File: src/rtl/csr_exc_sched.sv
// csr_exc_sched: trap/interrupt/ERTN scheduler at the MEM->WB boundary of a
// dual-issue pipeline (slot A older, slot B younger). At most one event is
// accepted per cycle. The WB-stage CSR update and the fetch redirect are
// registered and stay asserted for one FLUSH cycle. The MEM stage is then
// ignored for DRAIN_CYC cycles while the flushed instructions clear.
module csr_exc_sched #(
   parameter int                   ECODE_W   = 7,
   parameter logic [ECODE_W-1:0]   INT_ECODE = 7'h40,
   parameter int                   DRAIN_CYC = 2
) (
   input  logic               clk,
   input  logic               rst,
   input  logic               stall,
   input  logic               mem_a_valid,
   input  logic               mem_b_valid,
   input  logic [31:0]        mem_pc_a,
   input  logic [31:0]        mem_pc_b,
   input  logic [ECODE_W-1:0] ecode_a,
   input  logic [ECODE_W-1:0] ecode_b,
   input  logic               badv_we_a,
   input  logic               badv_we_b,
   input  logic [31:0]        badv_a,
   input  logic [31:0]        badv_b,
   input  logic               ertn_b,
   input  logic               int_req,
   input  logic [31:0]        csr_era,
   input  logic [31:0]        csr_eentry,
   output logic               wb_flush,
   output logic [31:0]        wb_flush_pc,
   output logic               wb_ecode_we,
   output logic [ECODE_W-1:0] wb_ecode,
   output logic               wb_badv_we,
   output logic [31:0]        wb_badv,
   output logic               wb_era_we,
   output logic [31:0]        wb_era,
   output logic               wb_store_state,
   output logic               wb_restore_state,
   output logic               int_pending,
   output logic               busy
);

   typedef enum logic [1:0] {IDLE, FLUSH, DRAIN} state_t;

   state_t             state;
   logic [3:0]         drain_cnt;

   logic               any_valid;
   logic               irq;
   logic               ev_trap;
   logic               ev_int;
   logic               ev_ertn;
   logic [ECODE_W-1:0] ev_ecode;
   logic [31:0]        ev_era;
   logic               ev_badv_we;
   logic [31:0]        ev_badv;
   logic               take_int;

   assign any_valid = mem_a_valid | mem_b_valid;
   assign irq       = int_req | int_pending;
   assign busy      = (state != IDLE);
   // The interrupt is consumed only when a decision is actually made.
   assign take_int  = (state == IDLE) && !stall && ev_int;

   // Prioritised event selection from the MEM slots and the interrupt.
   always_comb begin
      // NOTE: every output of this block gets a default first so no latch is inferred.
      ev_trap    = 1'b0;
      ev_int     = 1'b0;
      ev_ertn    = 1'b0;
      ev_ecode   = '0;
      ev_era     = '0;
      ev_badv_we = 1'b0;
      ev_badv    = '0;
      if (irq && any_valid) begin
         ev_trap  = 1'b1;
         ev_int   = 1'b1;
         ev_ecode = INT_ECODE;
         ev_era   = mem_a_valid ? mem_pc_a : mem_pc_b;
      end else if (mem_a_valid && ecode_a != '0) begin
         ev_trap    = 1'b1;
         ev_ecode   = ecode_a;
         ev_era     = mem_pc_a;
         ev_badv_we = badv_we_a;
         ev_badv    = badv_a;
      end else if (mem_b_valid && ecode_b != '0) begin
         ev_trap    = 1'b1;
         ev_ecode   = ecode_b;
         ev_era     = mem_pc_b;
         ev_badv_we = badv_we_b;
         ev_badv    = badv_b;
      end else if (mem_b_valid && ertn_b) begin
         ev_ertn = 1'b1;
      end
   end

   // Scheduler FSM with registered WB outputs and interrupt latch.
   always_ff @(posedge clk) begin
      // NOTE: sequential state uses non-blocking assignments so every register samples pre-edge values.
      if (rst) begin
         state            <= IDLE;
         drain_cnt        <= '0;
         int_pending      <= 1'b0;
         wb_flush         <= 1'b0;
         wb_flush_pc      <= '0;
         wb_ecode_we      <= 1'b0;
         wb_ecode         <= '0;
         wb_badv_we       <= 1'b0;
         wb_badv          <= '0;
         wb_era_we        <= 1'b0;
         wb_era           <= '0;
         wb_store_state   <= 1'b0;
         wb_restore_state <= 1'b0;
      end else begin
         int_pending <= take_int ? 1'b0 : (int_pending | int_req);
         if (!stall) begin
            case (state)
               IDLE: begin
                  if (ev_trap) begin
                     state          <= FLUSH;
                     wb_flush       <= 1'b1;
                     wb_flush_pc    <= csr_eentry;
                     wb_ecode_we    <= 1'b1;
                     wb_ecode       <= ev_ecode;
                     wb_era_we      <= 1'b1;
                     wb_era         <= ev_era;
                     wb_badv_we     <= ev_badv_we;
                     wb_badv        <= ev_badv;
                     wb_store_state <= 1'b1;
                  end else if (ev_ertn) begin
                     state            <= FLUSH;
                     wb_flush         <= 1'b1;
                     wb_flush_pc      <= csr_era;
                     wb_restore_state <= 1'b1;
                  end
               end
               FLUSH: begin
                  state            <= DRAIN;
                  drain_cnt        <= 4'(DRAIN_CYC - 1);
                  wb_flush         <= 1'b0;
                  wb_ecode_we      <= 1'b0;
                  wb_badv_we       <= 1'b0;
                  wb_era_we        <= 1'b0;
                  wb_store_state   <= 1'b0;
                  wb_restore_state <= 1'b0;
               end
               DRAIN: begin
                  if (drain_cnt == '0) state <= IDLE;
                  else                 drain_cnt <= drain_cnt - 4'd1;
               end
               default: state <= IDLE;
            endcase
         end
      end
   end

endmodule

File: config.mk
export PLATFORM = sky130hd
export DESIGN_NAME = csr_exc_sched
export DESIGN_NICKNAME = d
export VERILOG_FILES = /design/src/rtl/csr_exc_sched.sv
export SDC_FILE = /design/constraint.sdc
export NUM_CORES = 1
export LEC_CHECK = 0
export ABC_AREA = 1
export CAP_MARGIN = 10
export CORE_UTILIZATION = 25
export CTS_CLUSTER_SIZE = 24
export DETAILED_ROUTE_END_ITERATION = 6
export RECOVER_POWER = 100
export SLEW_MARGIN = 20
export SYNTH_ARGS = -nofsm -noshare
export SYNTH_HDL_FRONTEND = slang
export SYNTH_SLANG_ARGS = --single-unit
File: constraint.sdc
create_clock -name clk -period 5.5 [get_ports clk]
set_input_delay 1.65 -clock clk [delete_from_list [all_inputs] [get_ports clk]]
set_output_delay 1.65 -clock clk [all_outputs]
set_load 0.01 [all_outputs]
==> results of run 1 <==
worst min path at each step:
stage                            start  slack, ns  depth (start not counted)           end
final                      wb_badv[14]       0.46                          2   wb_badv[14]
after global placement     wb_ecode[0]       0.45                          2   wb_ecode[0]
after floorplan           drain_cnt[0]       0.45                          2  drain_cnt[0]
after detailed placement   wb_badv[14]       0.46                          2   wb_badv[14]
after CTS                  wb_ecode[0]       0.46                          2   wb_ecode[0]
after global routing       wb_badv[20]       0.48                          2   wb_badv[20]
worst min-delay path, stage by stage (launching register included):
cell	delay [ns]
dfxtp_1	0.30
nand2_1	0.06
a21oi_1	0.05
cell families after synthesis:
group | synth area share, %
simple gates | 42.1
compound gates | 12.7
buf+inv | 8.95
flops | 36.1
fa+ha+maj | 0.198
routing by layer:
layer / vias up / track usage [%]
met4: 0 / 5.45
met1: 3459 / 23.5
met3: 20 / 6.09
li1: 3941 / -
met5: - / 0
met2: 258 / 32.0
registers in the layout, summed over array words and instances (netlist names), 2 cells and up:
signal,count
wb_badv,32
wb_era,32
wb_flush_pc,32
wb_ecode,7
drain_cnt,4
state,2
synthesized netlist by cell type:
library cell / count
inv_1: 51
clkbuf_1: 32
dfxtp_1: 114
nand2_1: 467
nand3_1: 104
buf_4: 9
nor2_4: 1
nor3_1: 2
buf_6: 1
and2_1: 1
nand2_2: 2
a31oi_1: 1
nor2_1: 87
nor2_2: 1
buf_2: 26
a21oi_1: 139
a21boi_0: 1
o211a_1: 1
o21ai_0: 11
o22ai_4: 1
inv_2: 3
buf_1: 9
nand4_1: 1
o21ai_1: 1
ha_1: 1
nor3b_1: 1
area by class of cell:
cell class	instances	area, um2
Tap cell	324	405
Sequential cell	114	2280
Multi-Input combinational cell	823	3510
Clock inverter	13	149
Inverter	54	203
Antenna cell	3	7.51
Timing Repair Buffer	340	3350
Clock buffer	19	453
Fill cell	2623	14200
stage by stage:
step                      setup WS, ns  power (uW)
final                            0.824        2700
after floorplan                   2.46        1260
after global routing             0.509        2850
after CTS                         1.24        2770
after global placement           0.870        1620
after detailed placement         0.804        1620
power groups by stage:
stage                     combinational [uW]  sequential, uW  clock (uW)
after floorplan                          293             962           0
after global placement                   678             939           0
after detailed placement                 684             940           0
after CTS                                686             923        1160
after global routing                     723             927        1200
final                                    652             920        1130
==> impl_metrics.json, run 1 <==
{
  "grt_pass1_vias": 7239,
  "syn_inst": 1068,
  "nets": 1566,
  "finalMaxSlewViolations": 33,
  "cp_top_family": "buffers and inverters",
  "crit_path_max_incr_delay_ns": 1.18,
  "utilization_pct": 42.2,
  "postRouteAntennaNets": 0,
  "drt-vias-per-instance": 4.54,
  "p_sw_uw": 793,
  "routedWlPerCell_um": 15.0,
  "p_sw_share_pct": 29.4,
  "drt_iter0_markers": 379,
  "route.met2.wl_um": 12000,
  "cts_tree": "built",
  "power.density_nw_per_um2": 260,
  "crit_cells": 11,
  "crit_end": "state[0]",
  "grt.overflow.total": 0,
  "maxCapViolCount": 1,
  "critPathKind": "in2reg",
  "final_cells": 1690,
  "numCtsBuffers": 17,
  "cts_resized": 0,
  "cpMaxStageDelayCell": "clkbuf_1",
  "p_seq_share_pct": 34.1,
  "comb_power_share_pct": 24.2,
  "ir_worst_vdd_mv": 0.150,
  "port_buffers": 325,
  "clock_skew_ns": 0.00779,
  "dr.pass1.iters": 4,
  "critPathArrivalTime_ns": 4.98,
  "routed_wl_um": 25400,
  "slew_headroom_pct": -9.35,
  "clk_pin_slew_worst_paths_ns": 0.06,
  "fmax_mhz": 214,
  "finalHoldViolCount": 0,
  "vias": 7678,
  "grt_pass1_wl_um": 38900,
  "post-route-period-util_pct": 85.0,
  "pwr-share-clk_pct": 41.7,
  "min_path_type": "reg2reg",
  "postCtsSetupRepairBufs": 0,
  "cts.htree.levels": 4,
  "start_util_pct": 25.8,
  "yosys_warnings": 0,
  "cp_common_cell": "nand2_1",
  "worstPathRequired_ns": 5.81,
  "yosysSeqAreaShare_pct": 36.1,
  "clk_latency_ns": 0.41,
  "std_cell_rows": 57,
  "design_area_um2": 10400,
  "met1Wirelength_um": 11000,
  "synth_top_area_share_pct": 36.1,
  "cts_hold_buf": 0,
  "cts.sinks": 114,
  "dp_cells": 1655,
  "critPathCaptureType": "flip-flop",
  "internal-power_uw": 1900,
  "worstSetupStartpoint": "mem_b_valid",
  "timing.rr.end": "wb_era[18]",
  "violations": "capacitance limit, slew limit",
  "grt_max_degree": 75,
  "yosys.area.top_type": "dfxtp_1",
  "ys_ff_latch": 114,
  "grt_usage_pct": 19.2,
  "final_cell_mix": "nand2_1 (466), clkdlybuf4s50_1 (212), a21oi_1 (138)",
  "finalSetupTns_ns": 0,
  "setup_viol": 0,
  "reg2reg_depth": 8,
  "core_area_um2": 24500,
  "timing.final.crit_period_ns": 4.68,
  "cp-start-kind": "primary input",
  "netlist_top_cells_area": "dfxtp_1 (36%), nand2_1 (28%), a21oi_1 (11%), nand3_1 (8.2%), nor2_1 (5.2%)",
  "netlist_area_um2": 6320,
  "highest_layer": "met4",
  "layout_commonest_cell": "nand2_1",
  "hpwl_um": 18000,
  "rsz0062_at_grt": "no",
  "status": "finished with violations",
  "root_buffer": "clkbuf_16",
  "drive_gt1_share_pct": 4.18,
  "dieArea_um2": 25900,
  "syn_nets": 1284,
  "rrSetupSlack_ns": 2.50,
  "antenna_found_initial": 3,
  "r2r-start": "int_pending",
  "die_h_um": 161,
  "synthToLayoutAreaGrowth_pct": 64.0,
  "synth_cell_types": 26,
  "p_leak_uw": 0.00468,
  "wl_met3_um": 2090,
  "path_cells": "clkdlybuf4s50_1, o22ai_4, inv_2, nor2_4, clkbuf_1, nand4_1, nand2_1, buf_4, nand2_1, nand2_1, inv_1",
  "cp_num_buf_inv": 5,
  "io_pins": 326,
  "clock_path_buffers": 2,
  "synth_area_per_cell_um2": 5.92,
  "gp_congestion": 0.813,
  "path_max_fanout": 33,
  "holdWs_ns": 0.460,
  "tightest_slew_ns": 1.64,
  "die_w_um": 161,
  "drc": 0,
  "placed_area_um2": 9770
}
(Power assumes the default switching activity.)
==> run 2: changes to the inputs <==
CAP_MARGIN = default   (was 10)
==> results of run 2 <==
Final layout, timing and power as in run 1 (identical DEF).
==> run 3: changes to the inputs <==
CTS_BUF_LIST = sky130_fd_sc_hd__clkbuf_4 sky130_fd_sc_hd__clkbuf_8   (was default)
SLEW_MARGIN = 5   (was 20)
==> impl_metrics.json, run 3 (synthesis results as in run 1) <==
{
  "clk_pin_slew_worst_paths_ns": 0.08,
  "setup_viol": 0,
  "port_buffers": 325,
  "postCtsSetupRepairBufs": 0,
  "violations": "capacitance limit, slew limit",
  "pwr-share-clk_pct": 34.5,
  "maxCapViolCount": 2,
  "drive_gt1_share_pct": 4.04,
  "p_sw_uw": 759,
  "clk_latency_ns": 0.43,
  "timing.final.crit_period_ns": 4.69,
  "finalSetupTns_ns": 0,
  "clock_path_buffers": 2,
  "io_pins": 326,
  "design_area_um2": 10200,
  "dr.pass1.iters": 4,
  "fmax_mhz": 213,
  "gp_congestion": 0.813,
  "ir_worst_vdd_mv": 0.0961,
  "crit_path_max_incr_delay_ns": 1.21,
  "top_regs": "wb_badv x32, wb_era x32, wb_flush_pc x32",
  "cp_num_buf_inv": 4,
  "drt-vias-per-instance": 4.54,
  "antenna_found_initial": 1,
  "routed_wl_um": 25400,
  "drc": 0,
  "critPathKind": "in2reg",
  "cts_hold_buf": 0,
  "synthToLayoutAreaGrowth_pct": 61.0,
  "path_cells": "clkdlybuf4s50_1, o22ai_4, inv_1, nor2_4, clkbuf_1, nand4_1, nand2_1, buf_4, nor2_1, nor2_1",
  "multi_input_comb_area_um2": 3510,
  "start_util_pct": 25.8,
  "std_cell_rows": 57,
  "fillCellCount": 2642,
  "nets": 1566,
  "internal-power_uw": 1640,
  "cts_resized": 0,
  "regArea_um2": 2280,
  "p_sw_share_pct": 31.6,
  "cpMaxStageDelayCell": "clkbuf_1",
  "numCtsBuffers": 17,
  "finalMaxSlewViolations": 67,
  "grt_max_degree": 75,
  "min_path_type": "reg2reg",
  "grt_usage_pct": 19.1,
  "cts.sinks": 114,
  "placed_area_um2": 9770,
  "rsz0062_at_grt": "no",
  "comb_power_share_pct": 27.3,
  "layout_commonest_cell": "nand2_1",
  "grt_pass1_wl_um": 38900,
  "critPathCaptureType": "flip-flop",
  "cp_top_family": "buffers and inverters",
  "cp-start-kind": "primary input",
  "slew_headroom_pct": -14.4,
  "hpwl_um": 18000,
  "cts_tree": "built",
  "status": "finished with violations",
  "routedWlPerCell_um": 15.0,
  "p_leak_uw": 0.00460,
  "tightest_slew_ns": 1.72,
  "postRouteAntennaNets": 0,
  "path_max_fanout": 33,
  "worstPathRequired_ns": 5.87,
  "critPathArrivalTime_ns": 5.06,
  "power.density_nw_per_um2": 236,
  "grt.overflow.total": 0,
  "die_h_um": 161,
  "drt_iter0_markers": 363,
  "dieArea_um2": 25900,
  "clock_skew_ns": 0.00908,
  "vias": 7660,
  "post-route-period-util_pct": 85.2,
  "die_w_um": 161,
  "root_buffer": "clkbuf_8",
  "cts.htree.levels": 4,
  "cp_common_cell": "nor2_1",
  "p_seq_share_pct": 38.3,
  "grt_pass1_vias": 7247,
  "finalHoldViolCount": 0,
  "final_cell_mix": "nand2_1 (467), clkdlybuf4s50_1 (212), a21oi_1 (138)",
  "core_area_um2": 24500
}
## run 3: cell types whose count changed in the layout (fill, tap and decap cells not counted)
cell / change
buf_12: +1
clkbuf_16: -17
clkbuf_4: -1
clkbuf_8: +17
diode_2: -2
inv_1: +1
inv_2: -1
nand2_1: +1
nand2_2: -1
## run 3: power groups by stage
| stage | Combinational (uW) | Sequential, uW | Clock, uW |
|---|---|---|---|
| after floorplan | 293 | 962 | 0 |
| after global placement | 678 | 939 | 0 |
| after detailed placement | 684 | 940 | 0 |
| after CTS | 686 | 922 | 856 |
| after global routing | 725 | 926 | 895 |
| final | 655 | 918 | 827 |
## run 3: stage by stage
stage	utilization (%)	setup WS [ns]	cells	power, uW	hold WS (ns)
final	41.5	0.812	1688	2400	0.464
after global routing	41.5	0.540	1687	2550	0.483
after CTS	41.5	1.30	1687	2460	0.468
after detailed placement	39.8	0.804	1655	1620	0.456
after global placement	39.8	0.870	1655	1620	0.451
after floorplan	-	2.46	1068	1260	0.454
## run 3: worst reg2reg max path: stages (launching register included)
cell     delay (ns)
dfxtp_1        0.41
o22ai_4        0.08
inv_1          0.14
nor2_4         0.06
nand2_2        0.50
nand2_4        0.45
inv_1          1.06
nand2_1        0.15
a21oi_1        0.15
## run 3: per-layer routing
layer	wire length, um	GRT usage [%]	part of all wire (%)
met5	0	0	0
met4	298	5.06	1.2
met3	2020	5.70	7.9
met2	12000	32.2	47
met1	11100	23.6	44
## run 3: area by class of cell
class	count	share of cell area, %
tap	324	3.98
multi-input combinational	823	34.5
timing repair buffer	340	33.1
sequential	114	22.4
inverter	54	1.99
clock buffer	19	2.57
clock inverter	13	1.46
antenna	1	0.0246
## run 3: final timing paths
| kind | start | endpoint | slack, ns | depth (start not counted) |
|---|---|---|---|---|
| setup / recovery | mem_b_valid | wb_flush_pc[27] | 0.81 | 10 |
| hold / removal | wb_badv[24] | wb_badv[24] | 0.46 | 2 |
| setup reg to reg | int_pending | wb_era[18] | 2.43 | 8 |
| hold reg to reg | wb_badv[24] | wb_badv[24] | 0.46 | 2 |
